--- src/rtl/cordic_vec_arbiter_if.sv ---
// Requester-side bundle of the CORDIC vectoring arbiter.
// master = requester side, slave = arbiter side.
interface cordic_vec_arbiter_if #(
   parameter int N_REQ       = 4,
   parameter int DATA_WIDTH  = 16,
   parameter int ANGLE_WIDTH = 16
);
   logic [N_REQ-1:0]            req_valid;
   logic [N_REQ-1:0]            req_ready;
   logic [N_REQ*DATA_WIDTH-1:0] req_x_flat;
   logic [N_REQ*DATA_WIDTH-1:0] req_y_flat;
   logic [N_REQ-1:0]            rsp_valid;
   logic [DATA_WIDTH-1:0]       rsp_xout;
   logic [ANGLE_WIDTH-1:0]      rsp_angle;
   logic                        rsp_timeout;

   modport master (
      output req_valid, req_x_flat, req_y_flat,
      input  req_ready, rsp_valid, rsp_xout,
      input  rsp_angle, rsp_timeout
   );

   modport slave (
      input  req_valid, req_x_flat, req_y_flat,
      output req_ready, rsp_valid, rsp_xout,
      output rsp_angle, rsp_timeout
   );
endinterface

--- src/rtl/cordic_vec_arbiter.sv ---
// Round-robin sequencer sharing one CORDIC vectoring core.
// Define CORDIC_ARB_TIMEOUT_EN to enable the WAIT watchdog.
module cordic_vec_arbiter #(
   parameter int DATA_WIDTH     = 16,
   parameter int ANGLE_WIDTH    = 16,
   parameter int N_REQ          = 4,
   parameter int TIMEOUT_CYCLES = 64
) (
   input  logic                     clk,
   input  logic                     nreset,
   cordic_vec_arbiter_if.slave      rif,
   output logic                     busy,
   output logic [$clog2(N_REQ)-1:0] grant_id,
   output logic                     core_nrst,
   output logic                     core_en,
   output logic [DATA_WIDTH-1:0]    core_xin,
   output logic [DATA_WIDTH-1:0]    core_yin,
   input  logic [DATA_WIDTH-1:0]    core_xout,
   input  logic [ANGLE_WIDTH-1:0]   core_angle,
   input  logic                     core_op_vld
);
   localparam int GW = $clog2(N_REQ);

   typedef enum logic [1:0] {
      IDLE, ISSUE, WAIT, RESP
   } state_t;

   state_t                 state_q, state_d;
   logic [GW-1:0]          rr_ptr_q, rr_ptr_d;
   logic [GW-1:0]          gid_q, gid_d;
   logic [GW-1:0]          sel_idx, idx;
   logic                   sel_found;
   logic [DATA_WIDTH-1:0]  opx_q, opx_d;
   logic [DATA_WIDTH-1:0]  opy_q, opy_d;
   logic [DATA_WIDTH-1:0]  xin_q, xin_d;
   logic [DATA_WIDTH-1:0]  yin_q, yin_d;
   logic [DATA_WIDTH-1:0]  rxout_q, rxout_d;
   logic [ANGLE_WIDTH-1:0] rang_q, rang_d;
   logic                   nrst_q, nrst_d;
   logic                   en_q, en_d;
   logic [N_REQ-1:0]       rsp_valid_q, rsp_valid_d;
   logic [DATA_WIDTH-1:0]  xs [N_REQ];
   logic [DATA_WIDTH-1:0]  ys [N_REQ];

`ifdef CORDIC_ARB_TIMEOUT_EN
   localparam int CW = $clog2(TIMEOUT_CYCLES + 1);
   logic [CW-1:0] cnt_q, cnt_d;
   logic          rto_q, rto_d;
`else
   logic unused_tmo_cfg;
   assign unused_tmo_cfg = (TIMEOUT_CYCLES != 0);
`endif

   always_comb begin
      for (int i = 0; i < N_REQ; i++) begin
         xs[i] = rif.req_x_flat[i*DATA_WIDTH +: DATA_WIDTH];
         ys[i] = rif.req_y_flat[i*DATA_WIDTH +: DATA_WIDTH];
      end
   end

   // first valid requester at or after rr_ptr, wrapping
   always_comb begin
      sel_found = 1'b0;
      sel_idx   = '0;
      idx       = '0;
      for (int k = 0; k < N_REQ; k++) begin
         if (int'(rr_ptr_q) + k >= N_REQ)
            idx = GW'(int'(rr_ptr_q) + k - N_REQ);
         else
            idx = GW'(int'(rr_ptr_q) + k);
         if (!sel_found && rif.req_valid[idx]) begin
            sel_found = 1'b1;
            sel_idx   = idx;
         end
      end
   end

   always_comb begin
      rif.req_ready = '0;
      if (nreset && state_q == IDLE && sel_found)
         rif.req_ready[sel_idx] = 1'b1;
   end

   always_comb begin
      state_d     = state_q;
      rr_ptr_d    = rr_ptr_q;
      gid_d       = gid_q;
      opx_d       = opx_q;
      opy_d       = opy_q;
      nrst_d      = nrst_q;
      en_d        = en_q;
      xin_d       = xin_q;
      yin_d       = yin_q;
      rxout_d     = rxout_q;
      rang_d      = rang_q;
      rsp_valid_d = '0;
`ifdef CORDIC_ARB_TIMEOUT_EN
      cnt_d       = cnt_q;
      rto_d       = rto_q;
`endif
      unique case (state_q)
         IDLE: begin
            if (sel_found) begin
               opx_d   = xs[sel_idx];
               opy_d   = ys[sel_idx];
               gid_d   = sel_idx;
               state_d = ISSUE;
            end
         end
         ISSUE: begin
            nrst_d  = 1'b1;
            en_d    = 1'b1;
            xin_d   = opx_q;
            yin_d   = opy_q;
            state_d = WAIT;
`ifdef CORDIC_ARB_TIMEOUT_EN
            cnt_d   = '0;
`endif
         end
         WAIT: begin
`ifdef CORDIC_ARB_TIMEOUT_EN
            cnt_d = cnt_q + 1'b1;
`endif
            // a real result beats a watchdog expiring on the same edge
            if (core_op_vld) begin
               rxout_d = core_xout;
               rang_d  = core_angle;
               nrst_d  = 1'b0;
               en_d    = 1'b0;
               rsp_valid_d[gid_q] = 1'b1;
               state_d = RESP;
`ifdef CORDIC_ARB_TIMEOUT_EN
               rto_d   = 1'b0;
`endif
            end
`ifdef CORDIC_ARB_TIMEOUT_EN
            else if (cnt_q == CW'(TIMEOUT_CYCLES - 1)) begin
               rxout_d = '0;
               rang_d  = '0;
               rto_d   = 1'b1;
               nrst_d  = 1'b0;
               en_d    = 1'b0;
               rsp_valid_d[gid_q] = 1'b1;
               state_d = RESP;
            end
`endif
         end
         RESP: begin
            if (gid_q == GW'(N_REQ - 1))
               rr_ptr_d = '0;
            else
               rr_ptr_d = gid_q + 1'b1;
            state_d = IDLE;
         end
         default: state_d = IDLE;
      endcase
   end

   always_ff @(posedge clk or negedge nreset) begin
      if (!nreset) begin
         state_q     <= IDLE;
         rr_ptr_q    <= '0;
         gid_q       <= '0;
         opx_q       <= '0;
         opy_q       <= '0;
         nrst_q      <= 1'b0;
         en_q        <= 1'b0;
         xin_q       <= '0;
         yin_q       <= '0;
         rxout_q     <= '0;
         rang_q      <= '0;
         rsp_valid_q <= '0;
`ifdef CORDIC_ARB_TIMEOUT_EN
         cnt_q       <= '0;
         rto_q       <= 1'b0;
`endif
      end else begin
         state_q     <= state_d;
         rr_ptr_q    <= rr_ptr_d;
         gid_q       <= gid_d;
         opx_q       <= opx_d;
         opy_q       <= opy_d;
         nrst_q      <= nrst_d;
         en_q        <= en_d;
         xin_q       <= xin_d;
         yin_q       <= yin_d;
         rxout_q     <= rxout_d;
         rang_q      <= rang_d;
         rsp_valid_q <= rsp_valid_d;
`ifdef CORDIC_ARB_TIMEOUT_EN
         cnt_q       <= cnt_d;
         rto_q       <= rto_d;
`endif
      end
   end

   assign rif.rsp_valid = rsp_valid_q;
   assign rif.rsp_xout  = rxout_q;
   assign rif.rsp_angle = rang_q;
`ifdef CORDIC_ARB_TIMEOUT_EN
   assign rif.rsp_timeout = rto_q;
`else
   assign rif.rsp_timeout = 1'b0;
`endif
   assign busy      = (state_q != IDLE);
   assign grant_id  = gid_q;
   assign core_nrst = nrst_q;
   assign core_en   = en_q;
   assign core_xin  = xin_q;
   assign core_yin  = yin_q;
endmodule

--- src/flat_wrapper.sv ---
// flat-port wrapper written by rule: the top's interface ports become plain ports
module cordic_vec_arbiter_flat 
#(
   parameter int DATA_WIDTH     = 16,
   parameter int ANGLE_WIDTH    = 16,
   parameter int N_REQ          = 4,
   parameter int TIMEOUT_CYCLES = 64
)
  (clk, nreset, busy, grant_id, core_nrst, core_en, core_xin, core_yin, core_xout, core_angle, core_op_vld, rif_req_valid, rif_req_x_flat, rif_req_y_flat, rif_req_ready, rif_rsp_valid, rif_rsp_xout, rif_rsp_angle, rif_rsp_timeout);
  cordic_vec_arbiter_if #(.N_REQ(N_REQ), .DATA_WIDTH(DATA_WIDTH), .ANGLE_WIDTH(ANGLE_WIDTH)) rif_i ();
  input  logic clk;
  input  logic nreset;
  output logic busy;
  output logic [$clog2(N_REQ)-1:0] grant_id;
  output logic core_nrst;
  output logic core_en;
  output logic [DATA_WIDTH-1:0] core_xin;
  output logic [DATA_WIDTH-1:0] core_yin;
  input  logic [DATA_WIDTH-1:0] core_xout;
  input  logic [ANGLE_WIDTH-1:0] core_angle;
  input  logic core_op_vld;
  input wire logic [$bits(rif_i.req_valid)-1:0] rif_req_valid;
  input wire logic [$bits(rif_i.req_x_flat)-1:0] rif_req_x_flat;
  input wire logic [$bits(rif_i.req_y_flat)-1:0] rif_req_y_flat;
  output wire logic [$bits(rif_i.req_ready)-1:0] rif_req_ready;
  output wire logic [$bits(rif_i.rsp_valid)-1:0] rif_rsp_valid;
  output wire logic [$bits(rif_i.rsp_xout)-1:0] rif_rsp_xout;
  output wire logic [$bits(rif_i.rsp_angle)-1:0] rif_rsp_angle;
  output wire logic [$bits(rif_i.rsp_timeout)-1:0] rif_rsp_timeout;
  assign rif_i.req_valid = rif_req_valid;
  assign rif_i.req_x_flat = rif_req_x_flat;
  assign rif_i.req_y_flat = rif_req_y_flat;
  assign rif_req_ready = rif_i.req_ready;
  assign rif_rsp_valid = rif_i.rsp_valid;
  assign rif_rsp_xout = rif_i.rsp_xout;
  assign rif_rsp_angle = rif_i.rsp_angle;
  assign rif_rsp_timeout = rif_i.rsp_timeout;
  cordic_vec_arbiter #(.DATA_WIDTH(DATA_WIDTH), .ANGLE_WIDTH(ANGLE_WIDTH), .N_REQ(N_REQ), .TIMEOUT_CYCLES(TIMEOUT_CYCLES)) u_core (.clk(clk), .nreset(nreset), .rif(rif_i), .busy(busy), .grant_id(grant_id), .core_nrst(core_nrst), .core_en(core_en), .core_xin(core_xin), .core_yin(core_yin), .core_xout(core_xout), .core_angle(core_angle), .core_op_vld(core_op_vld));
endmodule
--- config.mk ---
export PLATFORM = sky130hd
export DESIGN_NAME = cordic_vec_arbiter_flat
export DESIGN_NICKNAME = d
export VERILOG_FILES = /design/src/rtl/cordic_vec_arbiter_if.sv /design/src/rtl/cordic_vec_arbiter.sv /design/src/flat_wrapper.sv
export SDC_FILE = /design/constraint.sdc
export NUM_CORES = 1
export LEC_CHECK = 0
export BUFFER_PORTS_ARGS = -buffer_cell sky130_fd_sc_hd__clkbuf_2
export CAP_MARGIN = 20
export CELL_PAD_IN_SITES_DETAIL_PLACEMENT = 1
export CELL_PAD_IN_SITES_GLOBAL_PLACEMENT = 1
export CORE_MARGIN = 8
export CORE_UTILIZATION = 35
export CTS_BUF_LIST = sky130_fd_sc_hd__clkbuf_8 sky130_fd_sc_hd__clkbuf_16
export DETAILED_ROUTE_END_ITERATION = 7
export GPL_TIMING_DRIVEN = 0
export MAX_ROUTING_LAYER = met4
export PLACE_DENSITY = 0.91
export SLEW_MARGIN = 20
export SYNTH_ARGS = -nofsm -noshare
export SYNTH_HDL_FRONTEND = slang
export SYNTH_SLANG_ARGS = --single-unit
export TNS_END_PERCENT = 10
--- constraint.sdc ---
create_clock -name clk -period 2.01 [get_ports clk]
set_clock_uncertainty 0.05 [all_clocks]
set_input_delay 0.3015 -clock clk [delete_from_list [all_inputs] [get_ports clk]]
set_output_delay 0.3015 -clock clk [all_outputs]
set_load 0.02 [all_outputs]
# [Word level (Yosys, flattened, before mapping)]
# Index checks and enable logic that the tools add are counted.
[totals] reg_bits=107 in_bits=167 output_inout_bits=78 word_cells=95
[classes] n_addsub=8 magnitude_cmp=13 eq_ne=6 muxes=39 bitwise=1 n_reduce_logical=17
[ops] op="binary-select mux 16 bit (select 2 bit)" count=2
[ops] op="2-to-1 mux 16 bit" count=4
[ops] op="2-to-1 mux 2 bit" count=11
[ops] op="< comparator 2 x 3 -> 1 bit, second input constant" count=6
[ops] op=">= comparator 3 bit, second input constant" count=4
[ops] op="2-to-1 mux 4 bit" count=3
[ops] op="2-to-1 mux 1 bit" count=11
[ops] op="binary-select mux 1 bit (select 2 bit)" count=4
[ops] op="case mux 2 bit (4 select lines)" count=1
[ops] op="AND reduction 2 bit" count=4
[ops] op="subtractor 2 x 1 -> 2 bit, second input constant" count=4
[ops] op="logical AND 1 bit" count=7
[ops] op="adder 2 x 2 -> 3 bit, second input constant" count=2
[ops] op="== test 2 bit, second input constant" count=3
[ops] op="demux 1 bit (select 2 bit)" count=2
[ops] op=">= comparator 2 x 1 -> 1 bit, second input constant" count=2
[ops] op="nonzero test 2 bit" count=2
[ops] op="adder 2 x 1 -> 3 bit, second input constant" count=1
[ops] op=">= comparator 2 x 3 -> 1 bit, second input constant" count=1
[ops] op="logical NOT 1 bit" count=3
[ops] op="NOT 2 -> 3 bit" count=1
[ops] op="adder 2 x 1 -> 2 bit, second input constant" count=1
[ops] op="== test 2 x 1 -> 1 bit, second input constant" count=1
[ops] op="logical NOT 2 bit" count=1
[ops] op="3 further kinds" count=3

# [Depth between registers and ports, before layout]
# Gate-level depths: netlist of the first run.
[logic_depth] depth_word=19 ltp_mapped=7

# [Least setup slack after synthesis of the first run]
# OpenSTA, ideal clock, no wires.
[synth_path] path_kind="flip-flop to output port" startpoint="register u_core.state_q[0]" endpoint="output rif_req_ready[1]" t_arrival_ps=1564 required_time_ps=1659 setup_slack_ps=95 stages_incl_launch_ff=7 n_path_buf=1 cell_sequence="dfrtp_1 -> inv_1 -> ha_1 -> and2_4 -> buf_6 -> nand2_1 -> nor3_1"
[synth_via] elab_chain_cells=4
[synth_rtl] item="start: declaration" line="cordic_vec_arbiter.sv:28" text="state_t state_q, state_d;"
[synth_rtl] item="start signal: assignment" line="cordic_vec_arbiter.sv:178" text="state_q <= state_d;"
[synth_rtl] item="logical NOT 2 bit" line="cordic_vec_arbiter.sv:80" text="if (nreset && state_q == IDLE && sel_found)"
[synth_rtl] item="logical AND 1 bit (2 in a row)" line="cordic_vec_arbiter.sv:80"
[synth_rtl] item="2-to-1 mux 4 bit" line="cordic_vec_arbiter.sv:80"
[synth_rtl] item="end: declaration" line="flat_wrapper.sv:25" text="output wire logic [$bits(rif_i.req_ready)-1:0] rif_req_ready;"
# Every way passes these cells.

# [Worst setup path in the final report of the first run]
[layout_path] startpoint="register u_core.rr_ptr_q[0]" endpoint="output rif_req_ready[0]"
[layout_via] elab_chain_cells=19 elab_cells_between_ends=44 classes_between="add/sub (7); order compare (6); mux (23); reduce/logical (8)"
[layout_rtl] item="start: declaration" line="cordic_vec_arbiter.sv:29" text="logic [GW-1:0] rr_ptr_q, rr_ptr_d;"
[layout_rtl] item="start signal: assignment" line="cordic_vec_arbiter.sv:179" text="rr_ptr_q <= rr_ptr_d;"
[layout_rtl] item="parallel branches: the longest is 18 deep, another holds adder 2 x 1 -> 3 bit"
[layout_rtl] item="2-to-1 mux 4 bit (*)" line="cordic_vec_arbiter.sv:80"
# Every way passes the cells marked *. The select of a mux whose other input is x is not followed.

==> impl_metrics.tcl, run 1 <==
set metrics [dict create \
    outcome "finished, violations left" \
    violations_in_the_final_reports "hold timing, setup timing" \
    power_frac_comb_pct 52.8 \
    synth_enable_flop_cells 0 \
    synth_sequential_area_ratio_pct 50.6 \
    detailedRoute.firstIterationViolations 119 \
    cell_area_synth_um2 5290 \
    finalNetCount 898 \
    share_clk_of_total_power_pct 16.0 \
    detail_route.vias_per_cell 5.23 \
    clk_transition_reported_paths_ns 0.08 \
    post_synth_num_cell_types 39 \
    period_minus_slack_ns 2.09 \
    post-dp-hpwl_um 15000 \
    postSynthRegisterBits 107 \
    pwr_density_cell_nw_per_um2 1670 \
    design.die.area_um2 19300 \
    vias 4785 \
    gp_congestion 0.848 \
    fin_cells 915 \
    chipHeight_um 139 \
    timing.final.max_slew_violations 0 \
    crit_family "flip-flops" \
    postLayoutCoreUtil_pct 49.6 \
    share_seq_of_total_power_pct 31.2 \
    cts-buffers-inserted 9 \
    worstSetupStartpointType "register" \
    die_width_um 139 \
    n_antenna_cell 0 \
    drive_above_1_share_pct 54.7 \
    ys_async_sr_fraction_pct 100 \
    cts_num_sinks 107 \
    cellLeakagePower_uw 0.00357 \
    worst_slew_margin_relative_to_its_limit_pct 65.0 \
    area_growth_pct 40.3 \
    cts_tree "yes" \
    timing.hold.ws_ns -0.140 \
    grt_first_pass_wirelength_um 30300 \
    setup_viol 2 \
    route.final.wire_length_um 19300 \
    slowest_delay_ns 0.45 \
    syn_area_cell_um2 11.7 \
    p_sw_uw 5160 \
    critical_path_required_ns 1.66 \
    place.detailed.instances 882 \
    htreeDepth 3 \
    path_cells "and2b_2 > o31ai_4 > buf_6 > nor2b_4 > buf_8" \
    placement.io_buffers 241 \
    cp_slowest_cell "sky130_fd_sc_hd__dfrtp_2" \
    syn_inst 452 \
    core-area_um2 15000 \
    totalNegativeSetupSlack_ns -0.106 \
    cp.arrival_ns 1.74 \
    vdd_drop_max_mv 0.612 \
    fin_ws_ns -0.0801 \
    remaining_drc_errors 0 \
    hold_path.class "input port to asynchronous set/reset pin" \
    crit_path_end_kind "output pin" \
    grt_antenna_before_repair 0 \
    cp.buffers_inverters 2 \
    core.rowCount 45 \
    io_pins 245 \
    worst_slew_pin_slew_ns 0.525 \
    drt_pass1_iterations 5 \
    internal_portion_of_total_power_uw 7230 \
    crit_path_category "register to output pin" \
    final_clock_period_utilization_by_the_worst_path_pct 104 \
    initial_core_util_pct 35.3 \
    ys_dominant_reg_cell "sky130_fd_sc_hd__dfrtp_1" \
    netSwitchingFraction_pct 41.7 \
    grt_start_max_net_pins 56 \
    max_freq_ghz 0.478 \
    finalPower_uw 12400 \
    clock_root_buffer "sky130_fd_sc_hd__clkbuf_16" \
    grt.overflow.total 0 \
    ys_warn_count 0 \
    syn-num-nets 628 \
    unrepaired_setup_endpoints_after_global_routing "true" \
    via_count_of_the_first_global_routing_pass 5366 \
    clk_path_buf_depth 2 \
    global_route.usage.total_pct 20.5 \
    worstSkewPairLatency_ns 0.35 \
    maximum_fanout_encountered_on_the_critical_timing_path 7 \
    finalHoldViolCount 52 \
    cap_viol_max_count 0 \
    detailed_route_wire_length_per_cell_um 21.0 \
    drtAntennaViolNets 0 \
]
cell usage in the layout, fill, tap and decap left out, drive strengths merged:
cell,n
clkbuf,261
dfrtp,107
mux2,66
o21ai,47
buf,46
mux2i,32
nor2,30
o22ai,23
a221oi,22
nand3,11
o2bb2ai,11
a41oi,10
ha,9
nand2,9
inv,8
and3,4
nor2b,4
o21bai,3
a21oi,3
nor3,3
clkinv,2
bufinv,2
a21boi,2
and2b,2
nand2b,1
o221ai,1
or4,1
and2,1
o31ai,1
nor3b,1
a21o,1
o21a,1
o32a,1
conb,1
kinds of logic (layout without fill, tap and decap cells):
family                     after synthesis  count (layout)  synth area share [%]
buffers and inverters                   44             319                  4.77
DFF                                    107             107                  50.6
and+or+nand+nor                         67              67                  6.10
adders and majority gates                9               9                  2.13
AOI/OAI and AO/OA                      126             126                  16.3
muxes                                   98              98                  20.1
other                                    1               1                0.0708
path summary, 6_finish.rpt:
| kind | from | to | slack [ns] | cells past startpoint |
|---|---|---|---|---|
| hold reg to reg | u_core.rif.rsp_xout[3]$_DFFE_PN0P_ | u_core.rif.rsp_xout[3]$_DFFE_PN0P_ | 0.46 | 1 |
| hold / removal | nreset | u_core.rif.rsp_xout[13]$_DFFE_PN0P_ | -0.14 | 1 |
| setup reg to reg | u_core.rr_ptr_q[0]$_DFFE_PN0N_ | u_core.opx_q[4]$_DFFE_PN0P_ | 0.01 | 7 |
| max in group asynchronous | nreset | u_core.opx_q[3]$_DFFE_PN0P_ | 1.41 | 2 |
| min in group clk | core_xout[2] | u_core.rif.rsp_xout[2]$_DFFE_PN0P_ | 0.14 | 2 |
| setup / recovery | u_core.rr_ptr_q[0]$_DFFE_PN0N_ | rif_req_ready[0] | -0.08 | 5 |
final cells by class:
class,count,area [um2]
repair buffers,260,1400
inverters,6,22.5
well taps,188,235
multi-input cells,301,2470
plain buffers,37,288
flip-flops and latches,107,2680
clock buffers,10,239
fillers,1713,7550
clock inverters,6,95.1
per-layer routing:
| metal | wire length (um) | global-route usage [%] | vias to the layer above |
|---|---|---|---|
| met5 | 0 | - | - |
| met3 | 1220 | 5.16 | 14 |
| li1 | - | - | 2222 |
| met4 | 177 | 4.91 | 0 |
| met1 | 8230 | 23.8 | 2353 |
| met2 | 9640 | 34.9 | 196 |
flip-flops by register name, summed over array words and instances, names as in the netlist, 2 cells and up:
name	cells
u_core.state_q	2
u_core.opy_q	16
u_core.rif.rsp_valid	4
u_core.core_xin	16
u_core.rr_ptr_q	2
u_core.core_yin	16
u_core.rif.rsp_xout	16
u_core.grant_id	2
u_core.opx_q	16
u_core.rif.rsp_angle	16
synthesized netlist by cell type (4+ instances only):
cell                        number  area [um2]
sky130_fd_sc_hd__nand2_1         8        30.0
sky130_fd_sc_hd__buf_2           8        40.0
sky130_fd_sc_hd__buf_4           6        45.0
sky130_fd_sc_hd__clkbuf_1       14        52.6
sky130_fd_sc_hd__o21ai_1        30         150
sky130_fd_sc_hd__and3_1          4        25.0
sky130_fd_sc_hd__a221oi_1       22         193
sky130_fd_sc_hd__o22ai_1        22         138
sky130_fd_sc_hd__ha_1            9         113
sky130_fd_sc_hd__nand3_1        11        55.1
sky130_fd_sc_hd__dfrtp_1       107        2680
sky130_fd_sc_hd__nor2_1         30         113
sky130_fd_sc_hd__inv_1           6        22.5
sky130_fd_sc_hd__a41oi_1        10        87.6
sky130_fd_sc_hd__mux2i_1        32         320
sky130_fd_sc_hd__mux2_2         66         743
sky130_fd_sc_hd__o2bb2ai_1      11        96.3
sky130_fd_sc_hd__buf_6           6        67.6
sky130_fd_sc_hd__o21ai_0        17        85.1
sky130_fd_sc_hd__nor2b_1         4        25.0
what timing repair did:
action	in CTS	in global routing
pin swaps	4	2
endpoints found under the hold margin	52	52
endpoints found under the setup margin	93	35
buffers inserted	14	4
gates resized for setup	48	15
power groups by stage:
stage | logic, uW | registers, uW | clock network, uW
after global placement | 5880 | 3810 | 0
after floorplan | 3220 | 4570 | 0
final | 6540 | 3860 | 1980
after detailed placement | 6090 | 3900 | 0
after CTS | 6520 | 3850 | 2030
after global routing | 7080 | 3990 | 2130
metrics by stage:
stage,area [um2],worst slack (ns),hold WS [ns]
final,7430,-0.0801,-0.140
after CTS,7370,-0.120,-0.124
after floorplan,5290,0.0946,-0.0441
after detailed placement,6770,-0.370,0.246
after global placement,6740,-2.07,0.435
after global routing,7430,-0.161,-0.112
Note: power is estimated with default switching activity, not from simulation.
==> run 2, diff against run 1 <==
--- a/config.mk
+++ b/config.mk
@@ -16,8 +16,8 @@
 export GPL_TIMING_DRIVEN = 0
 export MAX_ROUTING_LAYER = met4
 export PLACE_DENSITY = 0.91
+export RECOVER_POWER = 25
 export SLEW_MARGIN = 20
 export SYNTH_ARGS = -nofsm -noshare
 export SYNTH_HDL_FRONTEND = slang
 export SYNTH_SLANG_ARGS = --single-unit
-export TNS_END_PERCENT = 10
==> run 2 against run 1 <==
Utilization up 0.18 points. Critical path type unchanged. Largest power group unchanged. Critical endpoint unchanged. Clock-buffer cell count stayed put. Hold slack about the same. Critical path depth unchanged. The flow still finishes with violations (hold timing, setup timing).
==> impl_metrics.tcl, run 2 (synthesis gave the netlist of run 1 again) <==
set metrics [dict create \
    cap_viol_max_count 0 \
    timing.hold.ws_ns -0.140 \
    crit_path_end_kind "output pin" \
    postLayoutCoreUtil_pct 49.8 \
    max_freq_ghz 0.479 \
    chipHeight_um 139 \
    remaining_drc_errors 0 \
    drive_above_1_share_pct 55.6 \
    r2r_slack_ns 0.06 \
    grt_antenna_before_repair 0 \
    clk_transition_reported_paths_ns 0.08 \
    grt.overflow.total 0 \
    placement.io_buffers 241 \
    most-common-layout-cells "sky130_fd_sc_hd__clkbuf_2, sky130_fd_sc_hd__dfrtp_1, sky130_fd_sc_hd__mux2_2" \
    finalHoldViolCount 52 \
    cts_num_sinks 107 \
    detailed_route_wire_length_per_cell_um 21.0 \
    cellLeakagePower_uw 0.00358 \
    rr_endpoint "u_core.opy_q[11]$_DFFE_PN0P_" \
    io_pins 245 \
    r2r_cells 7 \
    detailedRoute.firstIterationViolations 137 \
    route.final.wire_length_um 19200 \
    gp_congestion 0.848 \
    core-area_um2 15000 \
    core.rowCount 45 \
    n_antenna_cell 0 \
    finalNetCount 900 \
    worstSetupStartpointType "register" \
    vdd_drop_max_mv 0.612 \
    detail_route.vias_per_cell 5.24 \
    crit_path_category "register to output pin" \
    outcome "finished, violations left" \
    area_growth_pct 40.8 \
    design_area_um2 7450 \
    maximum_fanout_encountered_on_the_critical_timing_path 7 \
    drt_pass1_iterations 4 \
    clk_path_buf_depth 2 \
    final_clock_period_utilization_by_the_worst_path_pct 104 \
    cp.arrival_ns 1.74 \
    initial_core_util_pct 35.3 \
    pwr_density_cell_nw_per_um2 1660 \
    grt_start_max_net_pins 56 \
    fin_ws_ns -0.0773 \
    hold_path.class "input port to asynchronous set/reset pin" \
    critical_path_required_ns 1.66 \
    post-dp-hpwl_um 15000 \
    drtAntennaViolNets 0 \
    filler_cell_count 1714 \
    cts-buffers-inserted 9 \
    clock_root_buffer "sky130_fd_sc_hd__clkbuf_16" \
    postPlaceCellArea_um2 6770 \
    htreeDepth 3 \
    timing.rr.start "u_core.rr_ptr_q[0]$_DFFE_PN0N_" \
    via_count_of_the_first_global_routing_pass 5384 \
    cts_tree "yes" \
    design.die.area_um2 19300 \
    finalPower_uw 12400 \
    grt_first_pass_wirelength_um 30300 \
    die_width_um 139 \
    layout_commonest_cell "sky130_fd_sc_hd__clkbuf_2" \
    unrepaired_setup_endpoints_after_global_routing "true" \
    vias 4807 \
    timing.final.max_slew_violations 0 \
    place.detailed.instances 882 \
    period_minus_slack_ns 2.09 \
    global_route.usage.total_pct 20.4 \
    setup_viol 3 \
    fin_cells 917 \
    violations_in_the_final_reports "hold timing, setup timing" \
    worstSkewPairLatency_ns 0.34 \
]
## run 2: cell types whose count changed in the layout (fill, tap and decap cells not counted), moves of 2 or more
cell,previous run,this run
sky130_fd_sc_hd__nand2_1,7,5
sky130_fd_sc_hd__buf_4,26,28
sky130_fd_sc_hd__clkbuf_4,3,5
sky130_fd_sc_hd__nand2_2,1,3
## run 2: critical path, stage by stage, from the launching register on
cell	delay, ns
sky130_fd_sc_hd__dfrtp_2	0.45
sky130_fd_sc_hd__and2b_2	0.27
sky130_fd_sc_hd__o31ai_4	0.28
sky130_fd_sc_hd__buf_6	0.13
sky130_fd_sc_hd__nor2b_4	0.14
sky130_fd_sc_hd__buf_8	0.12
## run 2: worst max-delay path by stage
stage | depth (start not counted) | slack [ns] | start | end
CTS | 5 | -0.07 | u_core.rr_ptr_q[0]$_DFFE_PN0N_ | rif_req_ready[0]
global route | 5 | -0.16 | u_core.rr_ptr_q[0]$_DFFE_PN0N_ | rif_req_ready[0]
detailed placement | 5 | -0.37 | u_core.state_q[1]$_DFFE_PN0P_ | u_core.core_yin[14]$_DFFE_PN0P_
floorplan | 6 | 0.09 | u_core.state_q[0]$_DFFE_PN0P_ | rif_req_ready[1]
global placement | 4 | -2.07 | nreset | rif_req_ready[1]
finish | 5 | -0.08 | u_core.rr_ptr_q[0]$_DFFE_PN0N_ | rif_req_ready[0]
## run 2: report_power, final
group	internal, uW	leakage [uW]	total, uW	switching [uW]
Combinational	2910	0.00222	6570	3660
Clock	1140	0.000164	1980	838
Sequential	3200	0.00121	3860	661
Total	7240	0.00358	12400	5160
## run 2: stage by stage
| stage | TNS [ns] | worst slack [ns] |
|---|---|---|
| after global placement | -124.34 | -2.07 |
| after detailed placement | -17.55 | -0.370 |
| after floorplan | 0 | 0.0946 |
| after CTS | -0.0826 | -0.0691 |
| final | -0.0869 | -0.0773 |
| after global routing | -0.792 | -0.156 |
## run 2: repair_timing
action	4_1_cts	5_1_grt
hold endpoints to repair	52	52
endpoints found under the setup margin	93	30
pin swaps	5	2
resized for setup	49	21
buffers inserted	15	6
cloned	0	0
## run 2: layout make-up
cell class / count / area (um2) / area share [%]
inverter: 6 / 22.5 / 0.302
multi-input combinational: 301 / 2490 / 33.4
clock buffer: 10 / 239 / 3.21
tap: 188 / 235 / 3.16
timing repair buffer: 263 / 1420 / 19.1
clock inverter: 6 / 95.1 / 1.28
buffer: 36 / 272 / 3.64
sequential: 107 / 2680 / 35.9
## run 2: metal layers
layer  track usage [%]  part of all wire (%)  up-vias
li1                  -                     -     2226
met4              5.14                   1.0        0
met1              23.6                    42     2369
met3              5.27                   6.4       14
met5                 -                     0        -
met2              34.7                    50      198
